**config.mk**
```make
export PLATFORM = sky130hd
export DESIGN_NAME = oclib_axil_regfile
export DESIGN_NICKNAME = d
export VERILOG_FILES = /design/src/rtl/oclib_pkg.sv /design/src/rtl/oclib_axil_regfile_decode.sv /design/src/rtl/oclib_axil_regfile.sv
export SDC_FILE = /design/constraint.sdc
export NUM_CORES = 1
export LEC_CHECK = 0
export ABC_AREA = 0
export CAP_MARGIN = 20
export CORE_ASPECT_RATIO = 0.5
export CORE_MARGIN = 1
export CORE_UTILIZATION = 25
export CTS_BUF_LIST = sky130_fd_sc_hd__clkbuf_8
export CTS_CLUSTER_DIAMETER = 100
export DETAILED_ROUTE_END_ITERATION = 16
export PLACE_DENSITY = 0.56
export SLEW_MARGIN = 20
export SYNTH_ARGS = -nofsm -noshare
export SYNTH_HDL_FRONTEND = slang
export SYNTH_SLANG_ARGS = --single-unit
```
**constraint.sdc**
```tcl
create_clock -name clock -period 5.5 [get_ports clock]
set_input_delay 1.1 -clock clock [delete_from_list [all_inputs] [get_ports clock]]
set_output_delay 1.1 -clock clock [all_outputs]
set_load 0.05 [all_outputs]
```
**src/rtl/oclib_pkg.sv**
```systemverilog
// Shared AXI-Lite types, response codes and helpers for the oclib register blocks.
package oclib_pkg;

  typedef struct packed {
    logic        awvalid;
    logic [31:0] awaddr;
    logic        wvalid;
    logic [31:0] wdata;
    logic [3:0]  wstrb;
    logic        bready;
    logic        arvalid;
    logic [31:0] araddr;
    logic        rready;
  } axil_32_s;

  typedef struct packed {
    logic        awready;
    logic        wready;
    logic        bvalid;
    logic [1:0]  bresp;
    logic        arready;
    logic        rvalid;
    logic [31:0] rdata;
    logic [1:0]  rresp;
  } axil_32_fb_s;

  localparam logic [1:0] AxilRespOkay   = 2'b00;
  localparam logic [1:0] AxilRespSlvErr = 2'b10;

  typedef enum logic [1:0] {
    WrIdle   = 2'd0,
    WrCommit = 2'd1,
    WrResp   = 2'd2
  } axil_wr_state_e;

  // Width of a register index; a single-register file still needs a 1-bit index.
  function automatic int idx_width(int n);
    return (n > 1) ? $clog2(n) : 1;
  endfunction

endpackage

```
**src/rtl/oclib_axil_regfile_decode.sv**
```systemverilog
// Byte address to register index / range / read-only decoder, shared by write and read paths.
module oclib_axil_regfile_decode
  import oclib_pkg::*;
#(
  parameter int                   NumRegs      = 8,
  parameter logic [NumRegs-1:0]   ReadOnlyMask = '0,
  parameter int                   IdxW         = idx_width(NumRegs)
) (
  input  logic [31:0]     addr,
  output logic [IdxW-1:0] idx,
  output logic            in_range,
  output logic            read_only
);

  localparam int Log2 = $clog2(NumRegs);

  logic [31:0] word;

  // addr[1:0] is dropped by the shift; everything above the index field must be zero.
  assign word = addr >> 2;

  always_comb begin
    idx       = (NumRegs == 1) ? '0 : word[IdxW-1:0];
    in_range  = ((word >> Log2) == 32'd0);
    read_only = in_range & ReadOnlyMask[idx];
  end

endmodule

```
**src/rtl/oclib_axil_regfile.sv**
```systemverilog
// AXI-Lite register file: NumRegs 32-bit R/W or read-only registers with OKAY/SLVERR responses.
// Optional OCLIB_AXIL_REGFILE_WRITE_PULSE_EN adds a per-register one-cycle writePulse output.
module oclib_axil_regfile
  import oclib_pkg::*;
#(
  parameter type                   AxilType     = oclib_pkg::axil_32_s,
  parameter type                   AxilFbType   = oclib_pkg::axil_32_fb_s,
  parameter int                    NumRegs      = 8,
  parameter logic [NumRegs-1:0]    ReadOnlyMask = '0,
  parameter logic [NumRegs*32-1:0] ResetValues  = '0
) (
  input  logic                    clock,
  input  logic                    resetN,
  input  AxilType                 axil,
  output AxilFbType               axilFb,
  output logic [NumRegs*32-1:0]   regOut,
`ifdef OCLIB_AXIL_REGFILE_WRITE_PULSE_EN
  output logic [NumRegs-1:0]      writePulse,
`endif
  input  logic [NumRegs*32-1:0]   regIn
);

  localparam int   IdxW   = idx_width(NumRegs);
  localparam logic RdIdle = 1'b0;
  localparam logic RdResp = 1'b1;

  axil_wr_state_e        wr_state;
  logic                  aw_got, w_got, awready_q, wready_q;
  logic [31:0]           aw_addr, w_data;
  logic [3:0]            w_strb;
  logic [1:0]            bresp_q;
  logic [NumRegs*32-1:0] regs_q;

  logic                  aw_hs, w_hs, commit, wr_ok;
  logic [31:0]           cur_addr, cur_data;
  logic [3:0]            cur_strb;
  logic [IdxW-1:0]       wr_idx;
  logic                  wr_in_range, wr_ro;

  logic                  rd_state, arready_q;
  logic [31:0]           rdata_q;
  logic [1:0]            rresp_q;
  logic                  ar_hs;
  logic [IdxW-1:0]       rd_idx;
  logic                  rd_in_range, rd_ro;

  assign aw_hs = axil.awvalid & awready_q;
  assign w_hs  = axil.wvalid & wready_q;

  // The half arriving this cycle is used directly so a same-cycle AW+W commits immediately.
  assign cur_addr = aw_got ? aw_addr : axil.awaddr;
  assign cur_data = w_got ? w_data : axil.wdata;
  assign cur_strb = w_got ? w_strb : axil.wstrb;
  assign commit   = (wr_state == WrIdle) & (aw_got | aw_hs) & (w_got | w_hs);
  assign wr_ok    = wr_in_range & ~wr_ro;

  oclib_axil_regfile_decode #(
    .NumRegs(NumRegs), .ReadOnlyMask(ReadOnlyMask), .IdxW(IdxW)
  ) u_wr_decode (
    .addr(cur_addr), .idx(wr_idx), .in_range(wr_in_range), .read_only(wr_ro)
  );

  oclib_axil_regfile_decode #(
    .NumRegs(NumRegs), .ReadOnlyMask(ReadOnlyMask), .IdxW(IdxW)
  ) u_rd_decode (
    .addr(axil.araddr), .idx(rd_idx), .in_range(rd_in_range), .read_only(rd_ro)
  );

  always_ff @(posedge clock) begin
    if (aw_hs) aw_addr <= axil.awaddr;
    if (w_hs) begin
      w_data <= axil.wdata;
      w_strb <= axil.wstrb;
    end
  end

  always_ff @(posedge clock or negedge resetN) begin
    if (!resetN) begin
      wr_state  <= WrIdle;
      aw_got    <= 1'b0;
      w_got     <= 1'b0;
      awready_q <= 1'b0;
      wready_q  <= 1'b0;
      bresp_q   <= AxilRespOkay;
    end else begin
      case (wr_state)
        WrIdle: begin
          if (commit) begin
            wr_state  <= WrCommit;
            aw_got    <= 1'b0;
            w_got     <= 1'b0;
            awready_q <= 1'b0;
            wready_q  <= 1'b0;
            bresp_q   <= wr_ok ? AxilRespOkay : AxilRespSlvErr;
          end else begin
            aw_got    <= aw_got | aw_hs;
            w_got     <= w_got | w_hs;
            awready_q <= ~(aw_got | aw_hs);
            wready_q  <= ~(w_got | w_hs);
          end
        end
        WrCommit, WrResp: begin
          if (axil.bready) begin
            wr_state  <= WrIdle;
            awready_q <= 1'b1;
            wready_q  <= 1'b1;
          end else begin
            wr_state  <= WrResp;
          end
        end
        default: wr_state <= WrIdle;
      endcase
    end
  end

  always_ff @(posedge clock or negedge resetN) begin
    if (!resetN) begin
      regs_q <= ResetValues;
    end else if (commit && wr_ok) begin
      for (int b = 0; b < 4; b++) begin
        if (cur_strb[b]) regs_q[32*int'(wr_idx) + 8*b +: 8] <= cur_data[8*b +: 8];
      end
    end
  end

  assign regOut = regs_q;

`ifdef OCLIB_AXIL_REGFILE_WRITE_PULSE_EN
  logic [NumRegs-1:0] wr_onehot;

  always_comb begin
    wr_onehot         = '0;
    wr_onehot[wr_idx] = 1'b1;
  end

  always_ff @(posedge clock or negedge resetN) begin
    if (!resetN) writePulse <= '0;
    else         writePulse <= (commit && wr_ok) ? wr_onehot : '0;
  end
`endif

  assign ar_hs = axil.arvalid & arready_q;

  // Read data is captured before any same-cycle commit lands, so it returns the old value.
  always_ff @(posedge clock or negedge resetN) begin
    if (!resetN) begin
      rd_state  <= RdIdle;
      arready_q <= 1'b0;
      rdata_q   <= '0;
      rresp_q   <= AxilRespOkay;
    end else begin
      case (rd_state)
        RdIdle: begin
          if (ar_hs) begin
            rd_state  <= RdResp;
            arready_q <= 1'b0;
            rresp_q   <= rd_in_range ? AxilRespOkay : AxilRespSlvErr;
            if (!rd_in_range) rdata_q <= '0;
            else if (rd_ro)   rdata_q <= regIn[32*int'(rd_idx) +: 32];
            else              rdata_q <= regs_q[32*int'(rd_idx) +: 32];
          end else begin
            arready_q <= 1'b1;
          end
        end
        default: begin
          if (axil.rready) begin
            rd_state  <= RdIdle;
            arready_q <= 1'b1;
          end
        end
      endcase
    end
  end

  always_comb begin
    axilFb         = '0;
    axilFb.awready = awready_q;
    axilFb.wready  = wready_q;
    axilFb.bvalid  = (wr_state != WrIdle);
    axilFb.bresp   = bresp_q;
    axilFb.arready = arready_q;
    axilFb.rvalid  = (rd_state == RdResp);
    axilFb.rdata   = rdata_q;
    axilFb.rresp   = rresp_q;
  end

endmodule
```
==> results.md <==
- Run status: completed
- Vias in the first global route: 12,700
- R2R depth: 7
- Synth Instances: 1,197
- Cell variety after synth: 40
- Skew-Pair Late Insertion Delay: 0.65 ns
- Gpl congestion: 0.817
- Area Overhead vs Synth: 36.8%
- Max Transition Viols Final: 0
- CTS buffer count: 59
- Mapped Avg Cell Area: 14.4 um^2
- Root buffer cell: clkbuf_8
- Setup violators final: 0
- Register area share after synthesis: 54.9%
- Synthesized flop and latch total: 364
- R2R setup slack: 1.95 ns
- CTS sink count: 364
- Post-DP HPWL: 44,500 um
- Drt wl/cell: 24.8 um
- Core area: 67,500 um^2
- Multi-input gate area: 7410 um^2
- Ys async rst share: 81.9%
- Top cells by area, synth: dfrtp_1, mux2_2, edfxtp_1, mux4_2, mux2i_1
- Power Total: 6.77 mW
- Horiz. Die Dim: 373 um
- Die area: 69,900 um^2
- Starting Density: 25.5%
- Max-cap violations: 0
- Clk_skew: 0.0470 ns
- Clock transition at path regs: 0.06 ns
- Commonest cells in the netlist: dfrtp_1, mux2_2, nor2_1
- CTS H-tree lvls: 2
- Global-route wire length before repair: 93,100 um
- Peak fanout along the critical path: 18
- Req. time, crit path: 6.00 ns
- Top-count cell post-synth: dfrtp_1
- Hold EP: rdata_q[16]
- I/O pins: 660
- Slew margin rel.: 20.2%
- CTS tree: yes
- # hold bufs at CTS: 0
- Actual slew at the worst max-slew pin: 1.20 ns
- FP Rows: 67
- Startpoint types: input port
- Net count, final: 2,001
- Leakage Power: 10.3 nW
- Final min period: 3.97 ns
- Post-cts gate resize count: 0
- Port bufs: 397
- Vias/cell: 4.70
- Peak supply drop: 177 uV
- Hold path cells: 2
- CP arrival: 4.47 ns
- Crit Path Class: input port to register
- Main synth FF type: dfrtp_1
- Hold path start: rdata_q[16]
- Initial DRC count: 666
- Die Height: 187 um
- Top cell type's share of synthesized area: 43.4%
- Reg2reg end: regOut[2]
- Number of synthesized flops with an enable pin: 66
- Via count: 12,100
- Start of the worst register-to-register path: aw_got
- FMAX: 0.252 GHz
- Total grt overflow: 0
- Drt drc: 0
- Hold slack: 0.480 ns
- Fillers: 6,591
- Reg area: 9440 um^2
- Crit end category: register
- Mapped cell area: 17,200 um^2
- Max Buffers Root-to-Sink: 3
- Hold Crit Class: register to register
- RSZ-0062 raised after global routing: false
- Overall routing resource usage: 18.1%
- DR pass1 iterations: 5
- Cell taking the most area after synthesis: dfrtp_1
- Post-route clock period utilization: 72.3%
- Final ANT Viol Nets: 0
- Layout cells sized above 1: 28.4%
- Initial antenna violation count: 3
- PD cells: 288 nW/um^2
- YS warnings: 0
- Largest net degree at the start of global routing: 108
- Final hold viol count: 0
- Post-CTS Setup Bufs: 0
- Fin Setup TNS: 0 ns
- WL final: 64,000 um
## power breakdown
part           total, mW  internal [mW]  switching, mW
combinational       1.33          0.381          0.954
clock               2.50           1.34           1.16
sequential          2.93           2.88         0.0498
## per-stage QoR
stage               util, %  instance area [um^2]  setup WS (ns)  cells
floorplan                 -                 17200           2.19   1198
global placement       33.0                 22300          0.925   2464
detailed placement     33.0                 22300          0.917   2464
CTS                    34.8                 23500           1.57   2573
global route           34.9                 23500           1.52   2576
finish                 34.9                 23500           1.53   2576
## cells in the final DEF, fill, tap and decap left out, types with 2 or more instances in the layout
cell type        netlist  layout
clkdlybuf4s50_1        0     393
dfrtp_1              298     297
mux2_2               227     227
nor2_1               158     158
mux2i_1               73      73
clkbuf_8               0      70
edfxtp_1              66      66
mux4_2                64      64
nand2_1               48      47
inv_1                 17      40
buf_4                  9      37
o21ai_0               34      34
nor4_4                32      32
mux2_4                24      24
nand3_1               20      19
nor4_1                14      14
ha_1                  10      10
a21oi_1                6       6
nand4_1                6       6
clkinv_1               0       5
clkinv_2               0       5
nor3_1                 4       4
nand4b_1               4       4
bufinv_16              0       4
diode_2                0       3
nand3b_1               3       3
nor4b_1                3       3
or4_1                  3       3
mux2_1                 3       3
nand2b_1               2       2
or3_1                  2       2
o32a_1                 2       2
conb_1                 1       2
## layout make-up
cell class	count	share of cell area, %
clock inverters	39	1.13
repair buffers	433	18.1
flip-flops and latches	364	40.1
diodes	3	0.0319
multi-input cells	753	31.5
inverters	17	0.271
clock buffers	70	4.10
well taps	897	4.77
## sequential cells by signal, indices dropped and copies added, names as in the netlist
register,count
regOut,256
rdata_q,32
w_data,32
aw_addr,30
w_strb,4
wr_state,2
arready_q,1
aw_got,1
awready_q,1
bresp_q,1
rd_state,1
rresp_q,1
w_got,1
wready_q,1
## worst max-delay path: stages
cell and delay, ns:
clkdlybuf4s50_1 0.46, or4_1 0.54, o41a_2 0.78, buf_4 0.37, nor4_4 0.77, mux2_2 0.42
## routing by layer
layer / GRT usage (%) / routed length, um / vias up
met4: 6.07 / 2170 / 0
met3: 4.01 / 3350 / 102
met2: 30.1 / 31100 / 328
met1: 23.2 / 27400 / 6378
met5: 0 / 0 / -
li1: - / - / 5305
## kinds of logic after synthesis
kind of cell    count (synthesis)  synth area share [%]
buf+inv                        81                  2.20
other cells                     1                0.0218
flops                         364                  54.9
mux                           391                  29.8
fa+ha+maj                      10                 0.728
simple gates                  303                  10.8
compound gates                 47                  1.55
## how the worst max path moves through the flow
stage | end | start | depth (start not counted)
detailed placement | regOut[232] | axil[78] | 6
global placement | regOut[237] | axil[78] | 6
floorplan | regOut[128] | axil[78] | 6
global route | regOut[232] | axil[78] | 6
CTS | regOut[232] | axil[78] | 6
finish | regOut[232] | axil[78] | 6
(Power assumes the default switching activity.)
